===== src/rtl/oob_responder.sv =====
// Device-side SATA OOB responder: answers COMRESET with COMINIT,
// completes the COMWAKE exchange and locks on three consecutive ALIGNs.
module oob_responder #(
    parameter int unsigned INIT_CYCLES   = 162,
    parameter int unsigned WAKE_CYCLES   = 155,
    parameter int unsigned WAKE_TIMEOUT  = 132013,
    parameter int unsigned ALIGN_TIMEOUT = 132013
) (
    input  logic        clk,
    input  logic        rst,
    input  logic        platform_ready,
    input  logic        comm_reset_detect,
    input  logic        comm_wake_detect,
    input  logic        tx_oob_complete,
    input  logic [31:0] rx_din,
    input  logic [3:0]  rx_is_k,
    input  logic        phy_error,
    output logic        tx_comm_init,
    output logic        tx_comm_wake,
    output logic [31:0] tx_dout,
    output logic        tx_is_k,
    output logic        tx_set_elec_idle,
    output logic        linkup,
    output logic        platform_error,
    output logic [3:0]  lax_state
);

    localparam logic [31:0] ALIGN = 32'h7B4A4ABC;
    localparam logic [31:0] SYNC  = 32'hB5B5957C;

    typedef enum logic [3:0] {
        IDLE          = 4'd0,
        WAIT_NO_RESET = 4'd1,
        SEND_INIT     = 4'd2,
        WAIT_WAKE     = 4'd3,
        WAIT_NO_WAKE  = 4'd4,
        SEND_WAKE     = 4'd5,
        SEND_ALIGN    = 4'd6,
        READY         = 4'd7
    } state_t;

    state_t      state;
    state_t      nxt;
    logic [31:0] timer;
    logic [31:0] timer_dec;
    logic [1:0]  align_cnt;
    logic        timeout;
    logic        align_det;
    logic        reset_ovr;
    // Electrical idle must hold from power-up, before the first reset edge.
    logic        elec_idle = 1'b1;

    assign timeout   = (timer == 32'd0);
    assign timer_dec = timeout ? 32'd0 : timer - 32'd1;
    assign align_det = (rx_is_k != 4'd0) && (rx_din == ALIGN) && !phy_error;
    assign reset_ovr = comm_reset_detect
                     && (state >= SEND_INIT) && (state <= READY);

    assign lax_state        = state;
    assign tx_set_elec_idle = elec_idle;

    always_comb begin
        nxt = state;
        case (state)
            IDLE:
                if (platform_ready && comm_reset_detect) nxt = WAIT_NO_RESET;
            WAIT_NO_RESET:
                if (!comm_reset_detect) nxt = SEND_INIT;
            SEND_INIT:
                if (timeout || tx_oob_complete) nxt = WAIT_WAKE;
            WAIT_WAKE:
                if (comm_wake_detect) nxt = WAIT_NO_WAKE;
                else if (timeout) nxt = IDLE;
            WAIT_NO_WAKE:
                if (!comm_wake_detect) nxt = SEND_WAKE;
            SEND_WAKE:
                if (timeout || tx_oob_complete) nxt = SEND_ALIGN;
            SEND_ALIGN:
                if (align_det && align_cnt == 2'd2) nxt = READY;
                else if (timeout) nxt = IDLE;
            READY:
                nxt = READY;
            default:
                nxt = IDLE;
        endcase
        if (reset_ovr) nxt = WAIT_NO_RESET;
    end

    // Outputs are decoded from the state being entered so they line up
    // with lax_state on the same cycle.
    always_ff @(posedge clk) begin
        if (rst) begin
            state          <= IDLE;
            timer          <= 32'd0;
            align_cnt      <= 2'd0;
            tx_comm_init   <= 1'b0;
            tx_comm_wake   <= 1'b0;
            tx_dout        <= 32'd0;
            tx_is_k        <= 1'b0;
            elec_idle      <= 1'b1;
            linkup         <= 1'b0;
            platform_error <= 1'b0;
        end else begin
            state <= nxt;

            if (nxt != state) begin
                case (nxt)
                    SEND_INIT:  timer <= 32'(INIT_CYCLES);
                    WAIT_WAKE:  timer <= 32'(WAKE_TIMEOUT);
                    SEND_WAKE:  timer <= 32'(WAKE_CYCLES);
                    SEND_ALIGN: timer <= 32'(ALIGN_TIMEOUT);
                    default:    timer <= timer_dec;
                endcase
            end else begin
                timer <= timer_dec;
            end

            if (state == SEND_ALIGN && nxt == SEND_ALIGN && align_det)
                align_cnt <= align_cnt + 2'd1;
            else
                align_cnt <= 2'd0;

            tx_comm_init <= (nxt == SEND_INIT);
            tx_comm_wake <= (nxt == SEND_WAKE);
            tx_is_k      <= (nxt == SEND_ALIGN) || (nxt == READY);
            elec_idle    <= !((nxt == SEND_ALIGN) || (nxt == READY));
            linkup       <= (nxt == READY);

            case (nxt)
                SEND_ALIGN: tx_dout <= ALIGN;
                READY:      tx_dout <= SYNC;
                default:    tx_dout <= 32'd0;
            endcase

            if (nxt == IDLE)
                platform_error <= 1'b0;
            else if (state == READY && phy_error)
                platform_error <= 1'b1;
        end
    end

endmodule


===== config.mk =====
export PLATFORM = sky130hd
export DESIGN_NAME = oob_responder
export DESIGN_NICKNAME = d
export VERILOG_FILES = /design/src/rtl/oob_responder.sv
export SDC_FILE = /design/constraint.sdc
export NUM_CORES = 1
export LEC_CHECK = 0
export ABC_AREA = 1
export CAP_MARGIN = 5
export CORE_MARGIN = 4
export CORE_UTILIZATION = 35
export DETAILED_ROUTE_END_ITERATION = 8
export GPL_ROUTABILITY_DRIVEN = 0
export PLACE_DENSITY = 0.71
export SYNTH_ARGS = -nofsm -noshare
export SYNTH_HDL_FRONTEND = slang
export SYNTH_SLANG_ARGS = --single-unit
export TNS_END_PERCENT = 20

===== constraint.sdc =====
create_clock -name clk -period 2.85 [get_ports clk]
set_input_delay 0.285 -clock clk [delete_from_list [all_inputs] [get_ports clk]]
set_output_delay 0.285 -clock clk [all_outputs]
set_load 0.01 [all_outputs]

==> results.md, run 1 <==
- Synth top area share: 28.4%
- CP Buf/Inv Count: 4
- Clock skew: 0.0127 ns
- Cell area power density: 990 mW/mm^2
- GRT Residual Overflow: 0
- Die area: about 0.011 sq mm
- Die width: 103 um
- Startpoint types: flop
- Drt total wl: 7.29 mm
- Mux cell area share after synthesis: 0%
- Row Count: 34
- Root Buffer Master: clkbuf_8
- Worst-skew pair later-pin latency: 0.30 ns
- Post-Synth Adder-Cell Area: 1.18%
- Clock-pin slew on the worst setup and hold paths: 0.09 ns
- FMAX: 0.395 GHz
- Post_cts resized: 0
- Layout area overhead: 27.2%
- Register area share after synthesis: approximately 28%
- Post-synthesis xor/xnor area fraction: 7.73%
- Fin Setup TNS: 0 ns
- Final-report hold violation count: 0
- Die Span Y: 103 um
- Setup Viol. Count Final: 0
- Status: completed
- Via count: between 2000 and 3000
- Hold buffer count at CTS: 0
- Vias in the first global route: 2898
- Pre-CTS setup slack: between 0.3 and 0.4 ns
- Vias per cell: 4.60
- Boundary pin count: 85
- Post-route ant nets: 0
- Max Slew Vio Count: 0
- Total power: 0.00400 W
- Antenna violations before repair: 0
- Slowest CP cell: dfxtp_1
- Post-CTS Setup Repair Bufs: 0
- Simple-gate share of the synthesized area: 41.7%
- First-pass DRT Iterations: 4
- TritonCTS buffer count: 5
- Detailed Place HPWL: 5.95 mm
- Post-synthesis cell count: 460
- Sequential Area: 901 sq um
- Area of the multi-input gates: between 0.0015 and 0.002 sq mm
- Synth top area cells: dfxtp_1 (28%), nand2_1 (10%), nor2_1 (9.7%), nor2_4 (8.5%), buf_4 (7.3%)
- # fillers: 878
- Leading area contributor after synthesis: dfxtp_1
- Htree depth: 2
- Crit path max fanout: 7
- Initial cell density of the core: 36.2%
- Port Buf Inserts: 81
- RSZ-0062 raised after global routing: no
- Clock period minus worst slack: 2.53 ns
- Drt initial violations: 89
- Core Region: 0.00876 sq mm
- Most common cell on crit path: nand2_1
- Largest family of logic cells by synthesized area: simple AND/OR/NAND/NOR gates
- Crit-path cells: inv_1, ha_1, inv_1, nor2_1, nand2_1, nor2_1, nand2_1, inv_2, nand2_4, nand2_1, nand2_1, nand2_1, inv_1, nor2_4, nand3_1, nand2_2, nand3_4, nand2_1, nand2_1, a21oi_1
- Max incr delay on CP: 0.31 ns
- Static leakage: 1.74 nW
- Synthesis-stage register bit count: 45
- CTS tree: built
- DR WL/cell: about 12 um
- Compound-gate portion of the synthesized area: under 10%
- # diodes: 0
- Yosys Warn Count: 0
- Crit Path Class: flop to flop
- Gr usage total: 14.7%
- DRC: 0
- Top Family by Delay on Critical Path: simple AND/OR/NAND/NOR gates
- Worst Hold Slack: 0.418 ns
- Critical path arrival: 2.75 ns
- Slack of the worst reg-to-reg path: 0.32 ns
- Syn avg cell area: 6.90 sq um
- TritonCTS Sinks: 45
- CTS max path bufs: 2
- Post-synthesis cell area: 0.00317 sq mm
- Pin count of the biggest net entering global routing: 23
- Period Utilization, post-route: 88.8%
- Distinct cell type count of the synthesized netlist: 36
- Share of layout cells above drive strength 1: 13.3%
- Peak VDD IR: 0.000411 V
- Hold WC Path Type: flop to flop
- NumNets Final: roughly 570
- WP data required: 3.06 ns
- First-pass GRT wire length: 12.7 mm
- Max cap viols: 0
- CP Capture Type: flop
- Final setup margin: 0.318 ns
-- power by group --
group | internal [W] | switching, W
combinational | 0.000916 | 0.00145
clock | 0.000353 | 0.000231
sequential | 0.000845 | 0.000199
-- cell usage after synthesis (all sizes together) --
master    n
nor2    115
nand2    96
inv      59
dfxtp    45
buf      34
nand3    30
xor2     20
a21oi    18
o21ai     8
xnor2     8
nor3      7
nand4     6
ha        3
clkbuf    2
nor4      2
a211oi    1
a21boi    1
a31oi     1
and3      1
conb      1
nor3b     1
or2       1
-- state kept, by name, indices dropped and copies added, names as in the netlist --
register,count
platform_error,1
tx_dout,1
tx_set_elec_idle,1
tx_is_k,1
linkup,1
tx_comm_wake,1
align_cnt,2
lax_state,4
timer,32
tx_comm_init,1
-- cells in the final DEF, fill, tap and decap left out, types with 2 or more instances in the layout --
| master | n |
|---|---|
| ha_1 | 3 |
| bufinv_16 | 2 |
| nand4_1 | 5 |
| xnor2_1 | 8 |
| inv_1 | 53 |
| xor2_1 | 20 |
| o21ai_0 | 6 |
| nor2_1 | 82 |
| nor4_1 | 2 |
| a21oi_1 | 17 |
| conb_1 | 4 |
| nand2_2 | 10 |
| inv_2 | 6 |
| nand2_1 | 85 |
| nor2_4 | 24 |
| nand3_4 | 2 |
| nand3_1 | 27 |
| clkbuf_8 | 5 |
| clkdlybuf4s50_1 | 81 |
| buf_4 | 3 |
| nor2_2 | 9 |
| nor3_1 | 6 |
| dfxtp_1 | 45 |
-- routing by layer --
| metal | vias to the layer above | GRT usage, % | routed length (um) |
|---|---|---|---|
| li1 | 1496 | - | - |
| met3 | 14 | 2.62 | 336 |
| met1 | 1300 | 17.7 | 3090 |
| met2 | 76 | 26.9 | 3760 |
| met5 | - | 0 | 0 |
| met4 | 0 | 3.69 | 101 |
-- final cells by class --
class | instances | area share (%)
inverters | 59 | 5.49
repair buffers | 85 | 21.1
clock buffers | 5 | 1.70
multi-input cells | 323 | 44.3
well taps | 108 | 3.35
flip-flops and latches | 45 | 22.3
clock inverters | 3 | 1.70
-- kinds of logic (layout without fill, tap and decap cells) --
kind of cell               count (synthesis)  in the layout
AOI/OAI and AO/OA                         29             29
xor gates and xnor gates                  28             28
adders and majority gates                  3              3
DFF                                       45             45
and+or+nand+nor                          259            259
buffers and inverters                     95            152
other                                      1              4
-- per-stage QoR --
step	utilization (%)	area, sq um	std cells
detailed placement	44.5	3900	620
global route	46.1	4040	628
finish	46.1	4040	628
CTS	46.1	4040	628
floorplan	-	3190	463
global placement	44.5	3900	620
-- path summary, 6_finish.rpt --
kind | startpoint | end | depth (start not counted)
max | timer[0] | timer[17] | 20
min | align_cnt[0] | align_cnt[0] | 1
max reg2reg | timer[0] | timer[17] | 20
min reg2reg | align_cnt[0] | align_cnt[0] | 1
Power figures use the tool's default switching activity.
==> run 2, diff against run 1 <==
--- a/config.mk
+++ b/config.mk
@@ -8,10 +8,11 @@
 export ABC_AREA = 1
 export CAP_MARGIN = 5
 export CORE_MARGIN = 4
-export CORE_UTILIZATION = 35
+export CORE_UTILIZATION = 49
 export DETAILED_ROUTE_END_ITERATION = 8
 export GPL_ROUTABILITY_DRIVEN = 0
-export PLACE_DENSITY = 0.71
+export PLACE_DENSITY = 0.91
+export SLEW_MARGIN = 0
 export SYNTH_ARGS = -nofsm -noshare
 export SYNTH_HDL_FRONTEND = slang
 export SYNTH_SLANG_ARGS = --single-unit
==> results.md, run 2 (synthesis gave the netlist of run 1 again) <==
- Pin count of the biggest net entering global routing: 23 (unchanged)
- Status: completed
- CP Capture Type: flop
- Crit path max fanout: 22 (+15)
- Max Slew Vio Count: 0 (unchanged)
- Clock period minus worst slack: 2.59 ns (+0.0550 ns)
- Final-report hold violation count: 0 (unchanged)
- Post-route ant nets: 0 (unchanged)
- Layout area overhead: 24.4%
- Hold buffer count at CTS: 0 (unchanged)
- TritonCTS Sinks: 45 (unchanged)
- FMAX: 0.387 GHz (-2.1%)
- Root Buffer Master: clkbuf_8
- # fillers: 541 (-38%)
- WHS Path Cells: 1 (unchanged)
- CTS tree: built
- Commonest non-fill, non-tap cell in the layout: nand2_1
- Slack of the worst reg-to-reg path: 0.26 ns (-0.06 ns)
- Via count: 2901 (+0.52%)
- GRT Residual Overflow: 0 (unchanged)
- Clock skew: 0.00636 ns (-0.00633 ns)
- Post-CTS Setup Repair Bufs: 0 (unchanged)
- Row Count: 29 (-15%)
- Hold WC Path Type: flop to flop
- Finished Cell Area: 0.00395 sq mm (-2.1%)
- First-pass DRT Iterations: 4 (unchanged)
- Clock-pin slew on the worst setup and hold paths: 0.09 ns (about the same)
- Crit. Startpoint: timer[0]
- Reg2Reg Depth: 20 (unchanged)
- Boundary pin count: 85 (unchanged)
- Gr usage total: 20.7% (+6.0 points)
- Biggest register: timer
- Max cap viols: 0 (unchanged)
- Initial cell density of the core: 50.3% (+14 points)
- Drt initial violations: 179 (+100%)
- Post_cts resized: 0 (unchanged)
- RR Endpoint: timer[29]
- Vias per cell: 4.86 (+5.7%)
- Fin Setup TNS: 0 ns (unchanged)
- Static leakage: 1.72 nW (-1.4%)
- Period Utilization, post-route: 90.8% (+1.9 points)
- CTS max path bufs: 2 (unchanged)
- Reg-to-reg startpoint: timer[0]
- Die area: 0.00783 sq mm (-27%)
- Cell area power density: 976 mW/mm^2 (-1.5%)
- Htree depth: 2 (unchanged)
- DRC: 0 (unchanged)
- Die width: 88.5 um (-14%)
- Die Span Y: 88.5 um (-14%)
- Worst-skew pair later-pin latency: 0.30 ns (about the same)
- Worst Setup EP: timer[29]
- First-pass GRT wire length: 12.8 mm (+0.98%)
- Vias in the first global route: 2976 (+2.7%)
- Largest register FFs: 32 (unchanged)
- RSZ-0062 raised after global routing: no
- Port Buf Inserts: 81 (unchanged)
- TritonCTS buffer count: 5 (unchanged)
- Instance area after placement: 0.00386 sq mm (-0.99%)
- Antenna violations before repair: 0 (unchanged)
- DR WL/cell: 12.5 um (+7.7%)
- Core Region: 0.00631 sq mm (-28%)
- Setup Viol. Count Final: 0 (unchanged)
- # diodes: 0 (unchanged)
- Peak VDD IR: 0.000603 V (+47%)
- NumNets Final: 565 (unchanged)
- Drt total wl: 7.46 mm (+2.4%)
- Share of layout cells above drive strength 1: 13.3% (unchanged)
- WP data required: 3.04 ns (-0.02 ns)
- Detailed Place HPWL: 6.06 mm (+1.8%)
- Startpoint types: flop
- Crit Path Class: flop to flop
- Critical path arrival: 2.78 ns (+0.03 ns)
- Worst Hold Slack: 0.416 ns (-0.00149 ns)
- Most frequent cells in the layout: nand2_1 (85), nor2_1 (82), clkdlybuf4s50_1 (81)
-- run 2: routing by layer --
layer | global-route usage [%] | routed length, um
met1 | 21.8 | 2790
met2 | 39.0 | 4100
met3 | 5.21 | 405
met4 | 8.24 | 169
met5 | 0 | 0
-- run 2: stage by stage --
step | setup slack (ns) | utilization, % | power [W] | cells
after floorplan | 0.721 | - | 0.00299 | 463
after global placement | 0.414 | 61.1 | 0.00333 | 589
after CTS | 0.280 | 62.6 | 0.00386 | 597
after global routing | 0.00391 | 62.6 | 0.00420 | 597
final | 0.263 | 62.6 | 0.00385 | 597
after detailed placement | 0.305 | 61.1 | 0.00342 | 589
-- run 2: critical path, stage by stage (launching register included) --
cell,delay (ns)
dfxtp_1,0.31
inv_1,0.11
ha_1,0.20
inv_1,0.07
nor2_1,0.10
nand2_1,0.07
nor2_1,0.13
nand2_1,0.09
inv_2,0.07
nand2_4,0.08
nand2_1,0.07
nand2_1,0.05
nand2_1,0.10
inv_1,0.08
nor2_4,0.17
nand3_1,0.15
nand2_2,0.14
o21ai_4,0.08
nand3_4,0.07
buf_12,0.25
nor2_1,0.08
-- run 2: layout make-up --
class | count | area, sq um | share of cell area (%)
multi-input cells | 323 | 1790 | 45.3
flip-flops and latches | 45 | 901 | 22.8
repair buffers | 85 | 853 | 21.6
inverters | 59 | 221 | 5.61
well taps | 77 | 96.3 | 2.44
clock buffers | 5 | 68.8 | 1.74
clock inverters | 3 | 21.3 | 0.538
-- run 2: how the worst min path moves through the flow --
stage            startpoint      endpoint  slack, ns
2_1_floorplan  align_cnt[0]  align_cnt[0]       0.39
3_3_place_gp   align_cnt[0]  align_cnt[0]       0.40
3_5_place_dp   align_cnt[0]  align_cnt[0]       0.41
4_1_cts        align_cnt[0]  align_cnt[0]       0.42
5_1_grt        align_cnt[0]  align_cnt[0]       0.44
6_report       align_cnt[0]  align_cnt[0]       0.42
-- run 2: report_power, final --
group	leakage, nW	internal (W)	switching (W)	total (W)
Sequential	0.367	0.000845	0.000195	0.00104
Clock	0.0445	0.000174	0.000235	0.000409
Combinational	1.31	0.000917	0.00149	0.00241
Total	1.72	0.00194	0.00192	0.00385
==> run 3, diff against run 2 <==
--- a/config.mk
+++ b/config.mk
@@ -7,11 +7,13 @@
 export LEC_CHECK = 0
 export ABC_AREA = 1
 export CAP_MARGIN = 5
+export CELL_PAD_IN_SITES_DETAIL_PLACEMENT = 1
+export CELL_PAD_IN_SITES_GLOBAL_PLACEMENT = 2
 export CORE_MARGIN = 4
-export CORE_UTILIZATION = 49
+export CORE_UTILIZATION = 26
 export DETAILED_ROUTE_END_ITERATION = 8
 export GPL_ROUTABILITY_DRIVEN = 0
-export PLACE_DENSITY = 0.91
+export PLACE_DENSITY = 0.9
 export SLEW_MARGIN = 0
 export SYNTH_ARGS = -nofsm -noshare
 export SYNTH_HDL_FRONTEND = slang
==> constraint.sdc (replaced) <==
create_clock -name clk -period 2.85 [get_ports clk]
set_input_delay 0.855 -clock clk [delete_from_list [all_inputs] [get_ports clk]]
set_output_delay 0.855 -clock clk [all_outputs]
set_load 0.01 [all_outputs]
==> results.md, run 3 (synthesis gave the netlist of run 1 again) <==
- Share of layout cells above drive strength 1: 23.8% (+11 points)
- Layout area overhead: 43.0%
- Worst Hold Slack: 0.424 ns (+0.00764 ns)
- Sw frac: 48.3% (-1.4 points)
- Die Span Y: 118 um (+34%)
- CTS tree: built
- Crit path max fanout: 6 (-73%)
- Area of the multi-input gates: 0.00190 sq mm (+6.0%)
- Top Usage Layer GRT: met2
- Largest register FFs: 32 (unchanged)
- Vias in the first global route: 3186 (+7.1%)
- Antenna violations before repair: 0 (unchanged)
- Switching power: 0.00200 W (+4.5%)
- Fin Setup TNS: 0 ns (unchanged)
- CP Capture Type: flop
- Startpoint types: primary input
- Top Family by Delay on Critical Path: simple AND/OR/NAND/NOR gates
- Static leakage: 2.13 nW (+24%)
- Clock-pin slew on the worst setup and hold paths: 0.07 ns (-0.02 ns)
- CP Buf/Inv Count: 2 (-3)
- Peak VDD IR: 0.000340 V (-44%)
- CTS max path bufs: 2 (unchanged)
- # fillers: 1452 (+170%)
- M3 GR Usage: 3.25% (-2.0 points)
- Crit Path Class: primary input to flop
- Max incr delay on CP: 0.48 ns (+0.17 ns)
- Gr usage total: 12.2% (-8.5 points)
- DRC: 0 (unchanged)
- First-pass GRT wire length: 14.5 mm (+13%)
- Internal power: 0.00214 W (+11%)
- Via count: 3068 (+5.8%)
- Die width: 118 um (+34%)
- Total power: 0.00415 W (+7.6%)
- NumNets Final: 599 (+6.0%)
- Post-route ant nets: 0 (unchanged)
- Clk pwr share: 13.8% (+3.2 points)
- Vias per cell: 4.38 (-9.9%)
- Drt initial violations: 102 (-43%)
- Slowest CP cell: clkdlybuf4s50_1
- First-pass DRT Iterations: 4 (unchanged)
- Gate power share: 61.0% (-1.4 points)
- Final core occ: 37.9% (-25 points)
- WP data required: 3.02 ns (-0.02 ns)
- Period Utilization, post-route: 98.5% (+7.7 points)
- Critical path arrival: 2.98 ns (+0.20 ns)
- Port Buf Inserts: 81 (unchanged)
- Htree depth: 2 (unchanged)
- TritonCTS Sinks: 45 (unchanged)
- Drt total wl: 9.10 mm (+22%)
- Final-report hold violation count: 0 (unchanged)
- Boundary pin count: 85 (unchanged)
- Crit-path cells: clkdlybuf4s50_1, nand2_1, nor2_1, nand2_1, nor2_1, nand4_1, nand2_1, nand2_2, nand2_2, nand2_4, nor2_1, nand2_1, nand2_2, o21ai_4, nand3_4, clkbuf_16, nor2_4
- Detailed Place HPWL: 7.29 mm (+20%)
- Max cap viols: 0 (unchanged)
- Pin count of the biggest net entering global routing: 15 (-35%)
- Row Count: 40 (+38%)
- TritonCTS buffer count: 5 (unchanged)
- FMAX: 0.356 GHz (-7.9%)
- Cell area power density: 914 mW/mm^2 (-6.3%)
- Biggest register: timer
- Critical Path Stages: 17 (-15%)
- DR WL/cell: 13.0 um (+3.8%)
- Sequential Area: 901 sq um (unchanged)
- Hold buffer count at CTS: 0 (unchanged)
- Worst-skew pair later-pin latency: 0.29 ns (about the same)
- Reg2Reg Depth: 19 (-5.0%)
- Met2 Use GR: 22.7% (-16 points)
- Initial cell density of the core: 26.5% (-24 points)
- Hold WC Path Type: flop to flop
- Root Buffer Master: clkbuf_16
- Commonest non-fill, non-tap cell in the layout: nand2_1
- Max Slew Vio Count: 0 (unchanged)
- GRT Residual Overflow: 0 (unchanged)
- # diodes: 0 (unchanged)
- Status: completed
- WHS Path Cells: 1 (unchanged)
- Clock skew: 0.00953 ns (+0.00317 ns)
- Sequential share of power: 25.2% (-1.8 points)
- Most common cell on crit path: nand2_1
- Core Region: 0.0120 sq mm (+89%)
- Met1 Use GR: 14.2% (-7.5 points)
- Setup Viol. Count Final: 0 (unchanged)
- Die area: 0.0140 sq mm (+79%)
- Clock period minus worst slack: 2.81 ns (+0.221 ns)
- Most frequent cells in the layout: nand2_1 (78), nor2_1 (72), clkdlybuf4s50_1 (58)
run 3: cell count changes in the layout (fill, tap and decap cells not counted), moves of 4 or more:
cell / before / now
nand2_2: 10 / 16
nand3_2: 1 / 8
nor2_1: 82 / 72
nand2_1: 85 / 78
clkdlybuf4s50_1: 81 / 58
dlymetal6s2s_1: 0 / 23
inv_2: 6 / 10
buf_4: 3 / 33
inv_1: 53 / 49
clkbuf_16: 0 / 6
nor2_2: 9 / 18
nand3_1: 27 / 20
clkbuf_8: 5 / 0
run 3: path summary, 6_finish.rpt:
check          startpoint            to  slack [ns]
min reg2reg  align_cnt[0]  align_cnt[0]        0.42
min          align_cnt[0]  align_cnt[0]        0.42
max reg2reg      timer[0]     timer[20]        0.23
max            rx_din[24]     timer[20]        0.04
run 3: through the flow:
step	instance area (sq um)	std cells	setup slack, ns
6_report	4540	701	0.0421
5_1_grt	4540	701	-0.136
4_1_cts	4290	693	0.0252
3_5_place_dp	4140	685	-0.321
3_3_place_gp	4140	685	-0.255
2_1_floorplan	3190	463	0.486
run 3: area by class of cell:
class	instances	share of cell area [%]
multi-input cells	323	41.8
inverters	59	4.88
repair buffers	119	26.3
clock inverters	3	0.386
clock buffers	5	2.76
well taps	147	4.05
flip-flops and latches	45	19.8
run 3: power groups by stage:
| stage | Combinational [W] | Sequential, W | Clock [W] |
|---|---|---|---|
| after CTS | 0.00253 | 0.00105 | 0.000591 |
| final | 0.00253 | 0.00105 | 0.000573 |
| after detailed placement | 0.00250 | 0.00106 | 0 |
| after floorplan | 0.00198 | 0.00101 | 0 |
| after global routing | 0.00285 | 0.00108 | 0.000614 |
| after global placement | 0.00242 | 0.00105 | 0 |
run 3: what timing repair did:
item,in CTS,in global routing
gates cloned,0,1
setup endpoints to repair,21,34
buffers inserted,0,7
gates resized for setup,2,58
pin swaps,2,32
run 3: layer usage:
metal	vias up	wire length [um]
met5	-	0
met4	0	63
met3	6	481
met2	66	4710
met1	1428	3840
li1	1568	-
==> variant 1 (settings of run 3) <==
Put one more register stage on the output `platform_error`, with the module's reset. The value now appears one clock later. The other outputs are not delayed to match.
--- a/src/rtl/oob_responder.sv
+++ b/src/rtl/oob_responder.sv
@@ -38,6 +38,8 @@
         SEND_ALIGN    = 4'd6,
         READY         = 4'd7
     } state_t;
+
+    logic platform_error_s0;
 
     state_t      state;
     state_t      nxt;
@@ -99,7 +101,7 @@
             tx_is_k        <= 1'b0;
             elec_idle      <= 1'b1;
             linkup         <= 1'b0;
-            platform_error <= 1'b0;
+            platform_error_s0 <= 1'b0;
         end else begin
             state <= nxt;
 
@@ -133,9 +135,17 @@
             endcase
 
             if (nxt == IDLE)
-                platform_error <= 1'b0;
+                platform_error_s0 <= 1'b0;
             else if (state == READY && phy_error)
-                platform_error <= 1'b1;
+                platform_error_s0 <= 1'b1;
+        end
+    end
+
+    always_ff @(posedge clk) begin
+        if (rst) begin
+            platform_error <= '0;
+        end else begin
+            platform_error <= platform_error_s0;
         end
     end
 
Behaviour: same outputs for any inputs over 10 cycles, from zero or initial values and one cycle with rst high; that may be too few to reach the edited logic, so the function may still have changed.
==> variant 1 against run 3 <==
  * Via count up 1.8%
  * Total power down 9.3%
  * Register-to-register slack better by 0.07 ns
  * Sequential cell count up 1
  * Synthesized area up 0.24%
  * Worst setup slack better by 0.064 ns
  * Routed wire length up 2.8%
  * Design area up 2.4%
  * Critical path type unchanged
  * Largest cell class unchanged
  * Largest power group unchanged
==> variant 1: results (changes against run 3) <==
| Metric | Value |
|---|---|
| Worst Skew | `0.00542 ns (-0.00411 ns)` |
| Worst vdd ir | `0.259 mV (-24%)` |
| Fraction of area in multi-input gates | `0.390 (-0.0281)` |
| Status | `complete, no violations` |
| Final wirelength | `9350 um (+2.8%)` |
| Post-layout util | `0.387 (+0.00748)` |
| Gr usage total | `0.132 (+0.00989)` |
| Layout clock buffers | `6 (+1)` |
| CP Max Fanout | `5 (-1)` |
| Comb_multi_in | `312 (-3.4%)` |
| Via-to-Cell Ratio | `4.33 (-1.2%)` |
| Delay of the slowest cell on the worst path | `0.40 ns (-0.08 ns)` |
| Post-synth cell types | `38 (+5.6%)` |
| Placed Instance Area | `4170 um^2 (+0.72%)` |
| Fraction of layout cells with a size suffix above 1 | `0.259 (+0.0209)` |
| Buffers, non-clock | `123 (+3.4%)` |
| Vias in the first global route | `3293 (+3.4%)` |
| Switching Share | `0.467 (-0.0162)` |
| Synth cell count leaders | `87 x nor2_1, 77 x nand2_1, 71 x inv_1` |
| Largest net degree at the start of global routing | `18 (+3)` |
| Worst Hold Margin | `0.420 ns (-0.00361 ns)` |
| Synth Register Bits | `46 (+2.2%)` |
| Final #Nets | `620 (+3.5%)` |
| Reg2Reg Setup Slack | `0.30 ns (+0.07 ns)` |
| Seq area share | `0.198 (-0.000341)` |
| Reg2Reg Depth | `21 (+2)` |
| Inverters, non-clock | `86 (+46%)` |
| Violation count after the first detailed-route iteration | `61 (-40%)` |
[variant 1: cell types whose count changed in the layout (fill, tap and decap cells not counted), sizes merged, moves of 2 or more]
| cell | run 3 | this run |
|---|---|---|
| xor2 | 20 | 15 |
| buf | 37 | 42 |
| nand3 | 30 | 20 |
| nand2 | 96 | 103 |
| nor2 | 115 | 103 |
| nand4 | 6 | 12 |
| inv | 59 | 86 |
| xnor2 | 8 | 10 |
| dlymetal6s2s | 23 | 35 |
| clkdlybuf4s50 | 58 | 45 |
[variant 1: power by group through the flow]
| stage | clock network [mW] | registers (mW) | logic, mW |
|---|---|---|---|
| final | 0.584 | 0.990 | 2.19 |
| after CTS | 0.612 | 0.992 | 2.17 |
| after floorplan | 0 | 0.963 | 1.65 |
| after global placement | 0 | 0.991 | 2.03 |
| after global routing | 0.635 | 1.02 | 2.47 |
| after detailed placement | 0 | 1.00 | 2.11 |
[variant 1: per-stage QoR]
stage          std cells  power [mW]  TNS (ns)  setup WS (ns)
6_report             722        3.76         0          0.106
5_1_grt              722        4.13    -0.136        -0.0277
4_1_cts              715        3.78         0        0.00283
3_5_place_dp         703        3.11    -11.97         -0.383
3_3_place_gp         703        3.02     -9.54         -0.300
2_1_floorplan        478        2.62         0          0.318
[variant 1: worst max-delay path, delay by kind of cell]
kind / cells / cell delay (ns)
AOI/OAI and AO/OA: 2 / 0.25
buffers and inverters: 6 / 0.97
and+or+nand+nor: 10 / 0.93
[variant 1: worst max-delay path by stage]
stage / endpoint / cells after the start / slack, ns / startpoint
3_5_place_dp: timer[29] / 18 / -0.38 / rx_din[7]
6_report: timer[29] / 18 / 0.11 / rx_din[13]
2_1_floorplan: timer[23] / 17 / 0.32 / rx_din[5]
4_1_cts: timer[29] / 20 / 0.003 / rx_din[17]
3_3_place_gp: timer[26] / 19 / -0.30 / rx_din[19]
5_1_grt: timer[29] / 18 / -0.03 / rx_din[13]
[variant 1: per-layer routing]
metal  global-route usage  wire length, um
met5                    0                0
met4               0.0377              165
met3               0.0254              232
met2                0.249             5100
met1                0.149             3850
[variant 1: kinds of logic (layout without fill, tap and decap cells)]
| kind of cell | Yosys count | count (layout) | synth area share |
|---|---|---|---|
| xor gates and xnor gates | 25 | 25 | 0.0688 |
| adders and majority gates | 3 | 3 | 0.0118 |
| and+or+nand+nor | 252 | 252 | 0.394 |
| other | 1 | 4 | 0.00118 |
| AOI/OAI and AO/OA | 28 | 28 | 0.0507 |
| buffers and inverters | 120 | 217 | 0.184 |
| DFF | 46 | 46 | 0.289 |
[variant 1: what timing repair did]
action / 4_1_cts / 5_1_grt
cloned: 1 / 0
setup buffers: 3 / 7
pin swaps: 5 / 37
setup endpoints to repair: 26 / 37
resized for setup: 19 / 71
==> variant 2 (config.mk and constraints of run 3) <==
Without the edit above. `WAKE_TIMEOUT`: 132013 -> 66006.
--- a/src/rtl/oob_responder.sv
+++ b/src/rtl/oob_responder.sv
@@ -3,7 +3,7 @@
 module oob_responder #(
     parameter int unsigned INIT_CYCLES   = 162,
     parameter int unsigned WAKE_CYCLES   = 155,
-    parameter int unsigned WAKE_TIMEOUT  = 132013,
+    parameter int unsigned WAKE_TIMEOUT  = 66006,
     parameter int unsigned ALIGN_TIMEOUT = 132013
 ) (
     input  logic        clk,
Function: same outputs for any inputs over 10 cycles, from zero or initial values and one cycle with rst high; that may be too few to reach the edited logic, so the function may still have changed.
==> variant 2 against run 3 <==
  * Synthesized area increased by 6.9%
  * Sequential share of layout area decreased by 0.88 points
  * Cell count increased by 10%
  * Sequential cell count unchanged
  * Critical path depth decreased by 5
  * Routed wire length increased by 14%
  * Total power decreased by 29%
  * Design area increased by 4.7%
  * Worst setup slack improved by 0.16 ns
==> variant 2: results (changes against run 3) <==
| Metric | Value |
|---|---|
| DR WL met2 | `5400 um (+15%)` |
| FF-to-FF End | `timer[21]` |
| Inst Count DP | `763 (+11%)` |
| Critical Path AT | `2.89 ns (-0.09 ns)` |
| Detailed Place HPWL | `8410 um (+15%)` |
| # diodes | `0 (unchanged)` |
| Worst Skew | `0.0114 ns (+0.00188 ns)` |
| Wirelength per Cell | `13.4 um (+3.4%)` |
| Post-Synth XOR/XNOR Area | `0.0593 (-0.0179)` |
| Gr usage total | `0.140 (+0.0179)` |
| H-tree depth | `2 (unchanged)` |
| Ys async rst share | `0 (unchanged)` |
| Ranking of synthesized cells by area | `dfxtp_1 27%, nand2_1 12%, nor2_1 8.3%, inv_1 7.6%, buf_4 7.1%` |
| Multiplexer share of the synthesized area | `0 (unchanged)` |
| Largest net degree at the start of global routing | `19 (+4)` |
| Leakage power | `2.52 nW (+18%)` |
| Post-synth cell types | `41 (+14%)` |
| Via-to-Cell Ratio | `4.43 (+1.2%)` |
| Metal-1 WL | `4450 um (+16%)` |
| Clock root buffer | `clkbuf_16` |
| Mapped Cells | `514 (+12%)` |
| CP Max Fanout | `7 (+1)` |
| First-pass GRT wire length | `17000 um (+17%)` |
| Register area share after synthesis | `0.265 (-0.0184)` |
| Final #Nets | `645 (+7.7%)` |
| Grt ovf | `0 (unchanged)` |
| Fraction of layout cells with a size suffix above 1 | `0.207 (-0.0316)` |
| Reg2Reg Depth | `18 (-1)` |
| Vias in the first global route | `3617 (+14%)` |
| Met3 wire length | `366 um (-24%)` |
| Worst Hold Margin | `0.410 ns (-0.0133 ns)` |
| Final wirelength | `10400 um (+14%)` |
| Status | `complete, no violations` |
| CP Launch Point | `comm_reset_detect` |
| Compound-Gate Fraction of Synth Area | `0.0501 (-0.00230)` |
| Final ANT Viol Nets | `0 (unchanged)` |
| Placed Instance Area | `4410 um^2 (+6.4%)` |
| Adder and majority gate portion of the synthesized area | `0.0111 (-0.000767)` |
| Violation count after the first detailed-route iteration | `100 (-2.0%)` |
| Worst vdd ir | `0.270 mV (-21%)` |
| Initial antenna violation count | `0 (unchanged)` |
| Synth cell count leaders | `106 x nand2_1, 75 x nor2_1, 69 x inv_1` |
| Largest register FFs | `32 (unchanged)` |
## variant 2: cell types whose count changed after synthesis, moves of 5 or more
| cell | delta |
|---|---|
| nor3_1 | +8 |
| nand4_1 | +12 |
| inv_1 | +16 |
| nand2_1 | +21 |
| nand2_4 | +5 |
| nand3_2 | +8 |
| inv_2 | +14 |
| nor2_1 | -7 |
| nand3b_1 | +7 |
| nand2_2 | -5 |
| nand3_1 | -10 |
| nor2_4 | -19 |
## variant 2: power by group
part           switching (mW)  internal (mW)
sequential             0.0938          0.724
clock                   0.261          0.416
combinational           0.881          0.576
total                    1.24           1.72
## variant 2: final cells by class
class | instances | area [um^2]
clock buffers | 5 | 125
fillers | 1641 | 7970
flip-flops and latches | 45 | 901
well taps | 172 | 215
inverters | 91 | 357
multi-input cells | 343 | 1930
clock inverters | 3 | 43.8
repair buffers | 113 | 1180
## variant 2: what timing repair did
item,CTS,global route
resized for setup,1,57
endpoints found under the setup margin,14,39
hold buffers,0,0
buffers inserted,0,1
cloned,0,0
pin swaps,0,37
## variant 2: layer usage
layer  global-route usage  vias up
met5                    0        -
met4               0.0406        0
met3               0.0180       13
met2                0.266       73
met1                0.162     1610
li1                     -     1722
## variant 2: worst max-delay path, cell delays in order
cell,delay [ns]
clkdlybuf4s50_1,0.49
inv_1,0.06
a211oi_1,0.31
bufinv_8,0.26
nand2_4,0.11
nor2_1,0.08
nand2_4,0.10
nand2_4,0.06
o21ai_4,0.24
buf_6,0.17
nand3b_1,0.08
inv_1,0.06
## variant 2: stage by stage
stage	setup slack [ns]	util	setup TNS [ns]
detailed placement	-0.367	0.346	-11.12
global route	-0.0120	0.373	-0.0139
global placement	-0.274	0.346	-8.35
floorplan	0.325	-	0
finish	0.203	0.373	0
CTS	-0.0440	0.360	-0.332
